--- src/rtl/mem_access_ctrl.sv ---
// mem_access_ctrl: sequences one byte/half/word RAM access per request.
// It handles alignment errors, the ram_mfc timeout and load sign/zero extension.
module mem_access_ctrl #(
  parameter int TIMEOUT = 16
) (
  input  logic        clk,
  input  logic        rst_n,
  input  logic        req,
  input  logic        rw,
  input  logic [1:0]  size,
  input  logic        sign,
  input  logic [8:0]  addr,
  input  logic [31:0] wdata,
  output logic        busy,
  output logic        done,
  output logic        err,
  output logic [31:0] rdata,
  output logic        ram_enable,
  output logic        ram_rw,
  output logic [1:0]  ram_length,
  output logic [8:0]  ram_address,
  output logic [31:0] ram_data_in,
  input  logic        ram_mfc,
  input  logic [31:0] ram_data_out
);
  localparam int CW = $clog2(TIMEOUT + 1);
  typedef enum logic [1:0] {IDLE, ACCESS, DONE, ERR} state_t;
  state_t      state_q, state_d;
  logic [CW-1:0] cnt_q, cnt_d;
  logic        sign_q, sign_d;
  logic        busy_q, busy_d, done_q, done_d, err_q, err_d, en_q, en_d;
  logic [31:0] rdata_q, rdata_d;
  logic        ram_rw_q, ram_rw_d;
  logic [1:0]  ram_length_q, ram_length_d;
  logic [8:0]  ram_address_q, ram_address_d;
  logic [31:0] ram_data_in_q, ram_data_in_d;
  logic        bad;
  logic [31:0] ext, masked;
  assign bad = (size == 2'b11) || (size == 2'b01 && addr[0]) || (size == 2'b10 && addr[1:0] != 2'b00);
  assign masked = size == 2'b00 ? {24'b0, wdata[7:0]} : size == 2'b01 ? {16'b0, wdata[15:0]} : wdata;
  assign ext = ram_length_q == 2'b00 ? {{24{sign_q & ram_data_out[7]}}, ram_data_out[7:0]} :
               ram_length_q == 2'b01 ? {{16{sign_q & ram_data_out[15]}}, ram_data_out[15:0]} : ram_data_out;
  always_comb begin
    state_d       = state_q;
    cnt_d         = cnt_q;
    sign_d        = sign_q;
    rdata_d       = rdata_q;
    ram_rw_d      = ram_rw_q;
    ram_length_d  = ram_length_q;
    ram_address_d = ram_address_q;
    ram_data_in_d = ram_data_in_q;
    case (state_q)
      IDLE: if (req) begin
        sign_d = sign;
        // Misaligned requests never reach the RAM, so its drive lines keep their old values.
        if (bad) state_d = ERR;
        else begin
          state_d       = ACCESS;
          cnt_d         = '0;
          ram_rw_d      = rw;
          ram_length_d  = size;
          ram_address_d = addr;
          ram_data_in_d = masked;
        end
      end
      ACCESS: begin
        cnt_d = cnt_q + CW'(1);
        if (ram_mfc) begin
          state_d = DONE;
          rdata_d = ram_rw_q ? ext : rdata_q;
        end else if (cnt_q == CW'(TIMEOUT - 1)) state_d = ERR;
      end
      default: state_d = IDLE;
    endcase
    busy_d = state_d != IDLE;
    done_d = state_d == DONE || state_d == ERR;
    err_d  = state_d == ERR;
    en_d   = state_d == ACCESS;
  end
  always_ff @(posedge clk or negedge rst_n) begin
    if (!rst_n) begin
      state_q       <= IDLE;
      cnt_q         <= '0;
      sign_q        <= 1'b0;
      busy_q        <= 1'b0;
      done_q        <= 1'b0;
      err_q         <= 1'b0;
      en_q          <= 1'b0;
      rdata_q       <= '0;
      ram_rw_q      <= 1'b0;
      ram_length_q  <= '0;
      ram_address_q <= '0;
      ram_data_in_q <= '0;
    end else begin
      state_q       <= state_d;
      cnt_q         <= cnt_d;
      sign_q        <= sign_d;
      busy_q        <= busy_d;
      done_q        <= done_d;
      err_q         <= err_d;
      en_q          <= en_d;
      rdata_q       <= rdata_d;
      ram_rw_q      <= ram_rw_d;
      ram_length_q  <= ram_length_d;
      ram_address_q <= ram_address_d;
      ram_data_in_q <= ram_data_in_d;
    end
  end
  assign busy        = busy_q;
  assign done        = done_q;
  assign err         = err_q;
  assign rdata       = rdata_q;
  assign ram_enable  = en_q;
  assign ram_rw      = ram_rw_q;
  assign ram_length  = ram_length_q;
  assign ram_address = ram_address_q;
  assign ram_data_in = ram_data_in_q;
endmodule

--- config.mk ---
export PLATFORM = sky130hd
export DESIGN_NAME = mem_access_ctrl
export DESIGN_NICKNAME = d
export VERILOG_FILES = /design/src/rtl/mem_access_ctrl.sv
export SDC_FILE = /design/constraint.sdc
export NUM_CORES = 1
export LEC_CHECK = 0
export ABC_CLOCK_PERIOD_IN_PS = 1400
export CORE_ASPECT_RATIO = 0.8
export CORE_MARGIN = 10
export CORE_UTILIZATION = 35
export CTS_CLUSTER_SIZE = 12
export DETAILED_ROUTE_END_ITERATION = 6
export PLACE_DENSITY = 0.69
export SETUP_SLACK_MARGIN = 0.1
export SLEW_MARGIN = 20
export SYNTH_ARGS = -nofsm -noshare
export SYNTH_HDL_FRONTEND = slang
export SYNTH_SLANG_ARGS = --single-unit
--- constraint.sdc ---
create_clock -name clk -period 1.4 [get_ports clk]
set_input_delay 0.14 -clock clk [delete_from_list [all_inputs] [get_ports clk]]
set_output_delay 0.14 -clock clk [all_outputs]
set_load 0.005 [all_outputs]
# After elaboration in Yosys (flattened, before gate mapping)
# Index checks and enable logic that the tools add are counted.
# Widths: inputs -> output; s select.
dict set report classes {
  addsub 1
  bitwise_logic 3
  n_mux 12
  n_reduce_logical 15
  n_eq_ne 11
}
# op n
set op_table {}
lappend op_table {{$mux 32} 4}
lappend op_table {{$mux 5} 2}
lappend op_table {{$pmux 5 s2} 1}
lappend op_table {{$reduce_and 3->1} 3}
lappend op_table {{$eq 2x1->1 const B} 4}
lappend op_table {{$eq 2x2->1 const B} 4}
lappend op_table {{$mux 2} 4}
lappend op_table {{$logic_not 2->1} 3}
lappend op_table {{$reduce_bool 2->1} 3}
lappend op_table {{$add 5x1->5 const B} 1}
lappend op_table {{$eq 5x4->1 const B} 1}
lappend op_table {{$ne 2x2->1 const B} 2}
lappend op_table {{$pmux 2 s2} 1}
lappend op_table {{$logic_or 1x1->1} 3}
lappend op_table {{$and 1x1->1} 2}
lappend op_table {{$logic_and 1x1->1} 2}
lappend op_table {{$reduce_and 2->1} 1}
lappend op_table {{$not 1->1} 1}
dict set report word_totals {
  inputBits 81
  output_inout_bits 80
  ff_bits 88
}

# Longest topological paths before layout
# Gate-level depths: netlist of run 1.
dict set report logic_depth {
  ltp_word 9
  depth_mapped 5
}

# Worst setup path before layout of run 1
# No wires, ideal clock.
dict set report synth_timing {
  path_type {register to register}
  from {reg, netlist name done}
  to {reg ram_address_q[5] (netlist: ram_address[5])}
  arrival_ps 1308
  setup_slack_ps -33
  path_stages_with_launch 5
  path_buffers 1
  setup_ps 125
  t_required_ps 1275
  path_cell_list {dfrtp_1 -> nor3b_4 -> o21ai_4 -> buf_6 -> mux2_4}
}
# item line_no
set synth_lines {}
lappend synth_lines {{end signal, assigned} 105} ;# ram_address_q <= ram_address_d;
lappend synth_lines {{end, declared} 35} ;# logic [8:0] ram_address_q, ram_address_d;

==> results of run 1 <==
==> repair_timing <==
item,4_1_cts,5_1_grt
hold endpoints to repair,87,0
pin swaps,5,2
gates resized for setup,112,15
cloned,1,3
endpoints found under the setup margin,159,84
hold buffers,1,0
buffers inserted,11,3
==> power groups by stage <==
stage	sequential (mW)	clock [mW]	combinational, mW
CTS	4.48	2.72	5.58
floorplan	4.57	0	2.20
global placement	4.53	0	5.69
detailed placement	4.55	0	5.85
global route	4.63	2.84	6.29
finish	4.48	2.65	5.72
==> per-stage QoR <==
step / area (µm²) / util, % / total power [mW] / hold WS [ns]
6_report: 6372 / 61.24 / 12.85 / 0.3488
5_1_grt: 6372 / 61.24 / 13.75 / 0.3590
4_1_cts: 6231 / 59.88 / 12.77 / 0.3375
3_5_place_dp: 5761 / 55.36 / 10.40 / 0.2190
3_3_place_gp: 5761 / 55.36 / 10.23 / 0.2153
2_1_floorplan: 3787 / - / 6.770 / -0.1556
==> registers in the layout (all words and copies together), names as in the netlist <==
signal	cells
ram_address	9
ram_rw	1
state_q	1
ram_data_in	32
rdata	32
ram_length	2
done	1
cnt_q	5
sign_q	1
err	1
ram_enable	1
busy	1
==> kinds of logic after synthesis <==
kind of cell	share of synthesized area (%)
and+or+nand+nor	10.67
DFF	57.67
muxes	17.34
AOI/OAI and AO/OA	8.220
buffers and inverters	5.436
adders and majority gates	0.6628
==> worst register-to-register path, stage by stage (launching register included) <==
cell and delay [ns]:
dfrtp_2 0.45, and4b_2 0.38, buf_12 0.18, mux2_4 0.32
==> final timing paths <==
kind / from / endpoint / slack [ns]
setup / recovery: done / rdata[4] / -0.05
hold / removal: wdata[13] / ram_data_in[13] / 0.35
setup reg to reg: done / rdata[4] / -0.05
hold reg to reg: rdata[2] / rdata[2] / 0.50
max in group asynchronous: rst_n / cnt_q[4] / 0.61
min in group asynchronous: rst_n / ram_data_in[1] / 0.38
==> final cells by class <==
cell class,count,share of cell area (%)
multi-input combinational,197,23.68
clock inverter,6,1.453
inverter,25,1.473
sequential,87,34.20
tap,140,2.749
timing repair buffer,211,32.69
clock buffer,10,3.750
==> metal layers <==
| metal | share of wire [%] | wire (µm) | vias to the layer above |
|---|---|---|---|
| met5 | 0 | 0 | - |
| met4 | 1.5 | 185 | 0 |
| met3 | 12 | 1392 | 15 |
| met2 | 44 | 5347 | 147 |
| met1 | 42 | 5102 | 1519 |
| li1 | - | - | 1515 |
==> cell usage after synthesis, types with 2 or more instances <==
| library cell | n | area share (%) |
|---|---|---|
| and3_1 | 2 | 0.33 |
| buf_2 | 8 | 1.1 |
| mux2_4 | 15 | 6.0 |
| dfrtp_1 | 87 | 58 |
| ha_1 | 2 | 0.66 |
| inv_1 | 25 | 2.5 |
| o21ai_0 | 5 | 0.66 |
| mux2_2 | 15 | 4.5 |
| buf_4 | 3 | 0.60 |
| nand3b_1 | 2 | 0.40 |
| nand2b_1 | 2 | 0.33 |
| o21a_1 | 10 | 2.0 |
| or2_2 | 2 | 0.33 |
| buf_6 | 2 | 0.60 |
| nor2_1 | 32 | 3.2 |
| a31oi_1 | 17 | 2.8 |
| mux2i_1 | 26 | 6.9 |
| clkbuf_1 | 7 | 0.70 |
| nand2_1 | 44 | 4.4 |
| a21oi_1 | 12 | 1.6 |
==> metrics.cfg, run 1 <==
[global_route]
grt.met2_usage_pct = 23.09
grtUsageMet3_pct = 7.427
grt_use_met1_pct = 18.70
grtUsageTotal_pct = 15.22
busiest_layer = met2
grt_pass1_vias = 3350
grt-ovfl-total = 0
grt_pass1_wl_um = 18560
grt_max_degree = 88
antenna_found_initial = 0

[clock_network]
clk_pin_slew_ns = 0.06
cts_tree = built
cts_buffer_depth = 2
cts.sinks = 87
clock_latency_ns = 0.34
htreeDepth = 3
ctsRootBufferMaster = clkbuf_16
cts_buffers = 9

[power]
combPwrFrac_pct = 44.5
leakagePower_nw = 3.135
clkPwrFrac_pct = 20.6
switching_share_pct = 31.87
p_seq_share_pct = 34.9
ir_drop_mv = 0.9435
power_density_mw_per_mm2 = 2017
power.switching_mw = 4.096
p_int_mw = 8.756

[layout]
drive_above_1_share_pct = 22.20
n_antenna_cell = 0
final_cell_mix = 85 x dfrtp_1, 79 x clkdlybuf4s50_1, 78 x dlygate4sd2_1
layout_commonest_cell = dfrtp_1
area_growth_pct = 68.81
fin_nets = 614
multi_input_area_mm2 = 0.001509
fillers = 859
regArea_mm2 = 0.002180
instances_no_fill = 676

[timing]
post-route-period-util_pct = 103.4
setup_viol = 31
tightest_slew_ns = 0.4858
fmax_ghz = 0.6911
slew_viol_final = 0
slew_headroom_pct = 67.61
finalSetupTns_ns = -0.8616
hold_violations = 0
rsz0062_at_grt = true
finalCriticalPeriod_ns = 1.447
fin_ws_ns = -0.04705
skew_ns = 0.006715

[critical_path]
start_kind = flip-flop
cp.depth = 3
arrival_ns = 1.67
cp_num_buf_inv = 1
cp-end-kind = flip-flop
worstPathCellList = and4b_2 > buf_12 > mux2_4
crit_path_top_delay_cell = dfrtp_2
critPathKind = flip-flop to flip-flop
cp.required_ns = 1.62
path_delay_family = flip-flops
slowest_delay_ns = 0.45
crit_fanout = 9
rr_worst_depth = 3

[status]
outcome = complete, but fails checks
violations = setup timing

[logic_synthesis]
synth-edff-count = 0
yosysWarnings = 0
syn_area_mm2 = 0.003775
synth-async-reset-ratio_pct = 100.0
synthCells = 329
netlist-cell-type-count = 31
yosysSeqAreaShare_pct = 57.67
synth_nets = 412
ys_dominant_reg_cell = dfrtp_1
ys_ff_latch = 87
syn_avg_cell_area_um2 = 11.47

[routing]
dr.pass1.iters = 4
ant_nets = 0
via_count = 3196
drt-initial-drc-count = 165
vias_per_cell = 4.728
routedWlPerCell_um = 17.79
drc = 0
routed_wl_um = 12030

[worst_hold_path]
min_path_cells = 3
min_path_type = input pin to flip-flop

[place]
place_ws_ns = -0.3352
routabilityCongestion = 0.7546
dp_hpwl_um = 8510
dpl.cell_count = 642
portBuffers = 160

[die]
die_area_mm2 = 0.01537
die_x_um = 136.1
core_area_mm2 = 0.01041
pin_count = 161
std_cell_rows = 33
die_h_um = 112.9
initial_utilization_pct = 36.28

[job]
drv_cap = 0

Power figures use the tool's default switching activity.
==> run 2: changes to the inputs <==
--- a/config.mk
+++ b/config.mk
@@ -11,7 +11,8 @@
 export CORE_UTILIZATION = 35
 export CTS_CLUSTER_SIZE = 12
 export DETAILED_ROUTE_END_ITERATION = 6
-export PLACE_DENSITY = 0.69
+export DONT_BUFFER_PORTS = 1
+export PLACE_DENSITY = 0.49
 export SETUP_SLACK_MARGIN = 0.1
 export SLEW_MARGIN = 20
 export SYNTH_ARGS = -nofsm -noshare
==> run 2 against run 1 <==
Compared with the run above: critical endpoint is now ram_data_in[2]; the run ends with hold timing, setup timing left; largest power group is now sequential cells; worst setup slack improved by 0.021 ns; sequential power increased by 13%; first-iteration DRC count is 52% lower; worst hold slack got worse by 0.85 ns; critical path depth is 1 higher; cell area is 12% lower; die area did not move; clock skew is essentially flat; register-to-register slack better by 0.02 ns; largest cell class unchanged; critical path type unchanged; sequential share of layout area up 4.8 points; fmax rose by 1.5%.
==> metrics.cfg, run 2 (synthesized netlist as in run 1, its figures left out) <==
[status]
outcome = complete, but fails checks
violations = hold timing, setup timing

[timing]
hold_violations = 87  ; +87
slew_viol_final = 0  ; unchanged
slew_headroom_pct = 53.06  ; -15 points
tightest_slew_ns = 0.7018  ; +0.2160 ns
hold_slack_ns = -0.4980  ; -0.8468 ns
fin_ws_ns = -0.02586  ; +0.02120 ns
fmax_ghz = 0.7013  ; +1.5%
finalCriticalPeriod_ns = 1.426  ; -0.02120 ns
post-route-period-util_pct = 101.8  ; -1.5 points
skew_ns = 0.007055  ; +0.0003402 ns
rsz0062_at_grt = true
setup_viol = 30  ; -3.2%

[die]
die_h_um = 112.9  ; unchanged
die_area_mm2 = 0.01537  ; unchanged
pin_count = 161  ; unchanged
core_area_mm2 = 0.01041  ; unchanged
std_cell_rows = 33  ; unchanged
die_x_um = 136.1  ; unchanged
initial_utilization_pct = 36.28  ; unchanged

[routing]
dr.pass1.iters = 4  ; unchanged
routed_wl_um = 11250  ; -6.5%
vias_per_cell = 4.860  ; +2.8%
drt-initial-drc-count = 79  ; -52%
drc = 0  ; unchanged
ant_nets = 0  ; unchanged
routedWlPerCell_um = 19.67  ; +11%
via_count = 2780  ; -13%

[critical_path]
worstPathCellList = nor3b_4 > o21ai_4 > buf_12 > mux2_4
cp_num_buf_inv = 1  ; unchanged
cp.depth = 4  ; +1
arrival_ns = 1.64  ; -0.03 ns
slowest_delay_ns = 0.44  ; about the same
crit_fanout = 10  ; +1
critPathKind = flip-flop to flip-flop
start_kind = flip-flop
rr_worst_depth = 4  ; +1
path_delay_family = flip-flops
cp.required_ns = 1.61  ; about the same
cp-end-kind = flip-flop
crit_path_top_delay_cell = dfrtp_2

[layout]
final_core_util_pct = 53.64  ; -7.6 points
fin_nets = 512  ; -17%
area_growth_pct = 47.86
layout_commonest_cell = dfrtp_1
n_antenna_cell = 0  ; unchanged
final_cell_mix = 85 x dfrtp_1, 70 x dlygate4sd3_1, 44 x nand2_1
drive_above_1_share_pct = 27.31  ; +5.1 points

[job]
drv_cap = 0  ; unchanged

[global_route]
grtUsageTotal_pct = 13.95  ; -1.3 points
antenna_found_initial = 0  ; unchanged
grt-ovfl-total = 0  ; unchanged
grt_pass1_vias = 3013  ; -10%
grt_pass1_wl_um = 17060  ; -8.1%
grt_max_degree = 88  ; unchanged

[clock_network]
cts.sinks = 87  ; unchanged
cts_tree = built
ctsRootBufferMaster = clkbuf_16
clock_latency_ns = 0.33  ; about the same
clk_pin_slew_ns = 0.06  ; about the same
postCtsHoldBufs = 70  ; +69
cts_buffers = 9  ; unchanged
htreeDepth = 3  ; unchanged
cts_buffer_depth = 2  ; unchanged

[power]
ir_drop_mv = 0.8073  ; -14%
p_seq_share_pct = 44.0  ; +9.1 points
p_int_mw = 7.651  ; -13%
switching_share_pct = 33.18  ; +1.3 points
combPwrFrac_pct = 34.5  ; -10 points
power.switching_mw = 3.799  ; -7.2%
power_density_mw_per_mm2 = 2051  ; +1.7%
leakagePower_nw = 2.630  ; -16%
clkPwrFrac_pct = 21.5  ; +0.9 points

[worst_hold_path]
min_path_type = input pin to asynchronous set/reset pin

[place]
dp_hpwl_um = 7262  ; -15%
portBuffers = 0  ; -100%
routabilityCongestion = 0.7446  ; -1.3%

[run 2: changes by cell type in the layout (fill, tap and decap cells not counted), sizes merged]
cell / previous run / this run
clkbuf: 14 / 15
dlygate4sd2: 78 / 0
clkinvlp: 2 / 1
clkdlybuf4s50: 79 / 0
inv: 26 / 25
clkdlybuf4s15: 1 / 0
dlygate4sd3: 1 / 70
buf: 48 / 34
[run 2: worst register-to-register path, cell delays in order (launching register included)]
cell and delay (ns):
dfrtp_2 0.44, nor3b_4 0.26, o21ai_4 0.13, buf_12 0.17
mux2_4 0.30
[run 2: cell type report]
class,count,area [µm²]
Clock inverter,4,72.57
Clock buffer,10,229.0
Timing Repair Buffer,109,1226
Tap cell,140,175.2
Inverter,25,93.84
Sequential cell,87,2180
Fill cell,908,4823
Multi-Input combinational cell,197,1605
[run 2: what timing repair did]
action | in CTS | in global routing
gates cloned | 0 | 6
gates resized for setup | 32 | 36
pin swaps | 6 | 3
setup endpoints to repair | 72 | 84
hold endpoints to repair | 158 | 87
setup buffers | 4 | 7
[run 2: final timing paths]
check | end | slack, ns | from
max | ram_data_in[2] | -0.03 | done
min | ram_enable | -0.50 | rst_n
max reg2reg | ram_data_in[2] | -0.03 | done
min in group clk | err | 0.02 | ram_mfc
min reg2reg | cnt_q[3] | 0.52 | cnt_q[3]
max in group asynchronous | sign_q | 1.74 | rst_n
[run 2: per-layer routing]
| metal | up-vias | share of wire, % | GRT usage [%] |
|---|---|---|---|
| met5 | - | 0 | 0 |
| met4 | 0 | 0.91 | 3.473 |
| met3 | 8 | 13 | 8.134 |
| met2 | 120 | 46 | 21.22 |
| met1 | 1354 | 40 | 16.57 |
| li1 | 1298 | - | - |
[run 2: through the flow]
stage | power [mW] | instances | setup WS, ns | cell area, µm² | setup TNS, ns
6_report | 11.45 | 572 | -0.02586 | 5582 | -0.4080
4_1_cts | 11.04 | 559 | -0.001337 | 5254 | -0.001349
3_3_place_gp | 7.848 | 471 | 0.01246 | 4091 | 0
3_5_place_dp | 7.974 | 471 | -0.02211 | 4091 | -0.2110
2_1_floorplan | 6.770 | 329 | -0.002916 | 3787 | -0.02916
5_1_grt | 12.28 | 572 | -0.08182 | 5582 | -3.202
[run 2: power by group through the flow]
stage	combinational [mW]	clock, mW	sequential, mW
finish	3.95	2.46	5.04
global route	4.38	2.66	5.24
CTS	3.45	2.56	5.03
detailed placement	2.98	0	4.99
global placement	2.86	0	4.98
floorplan	2.20	0	4.57
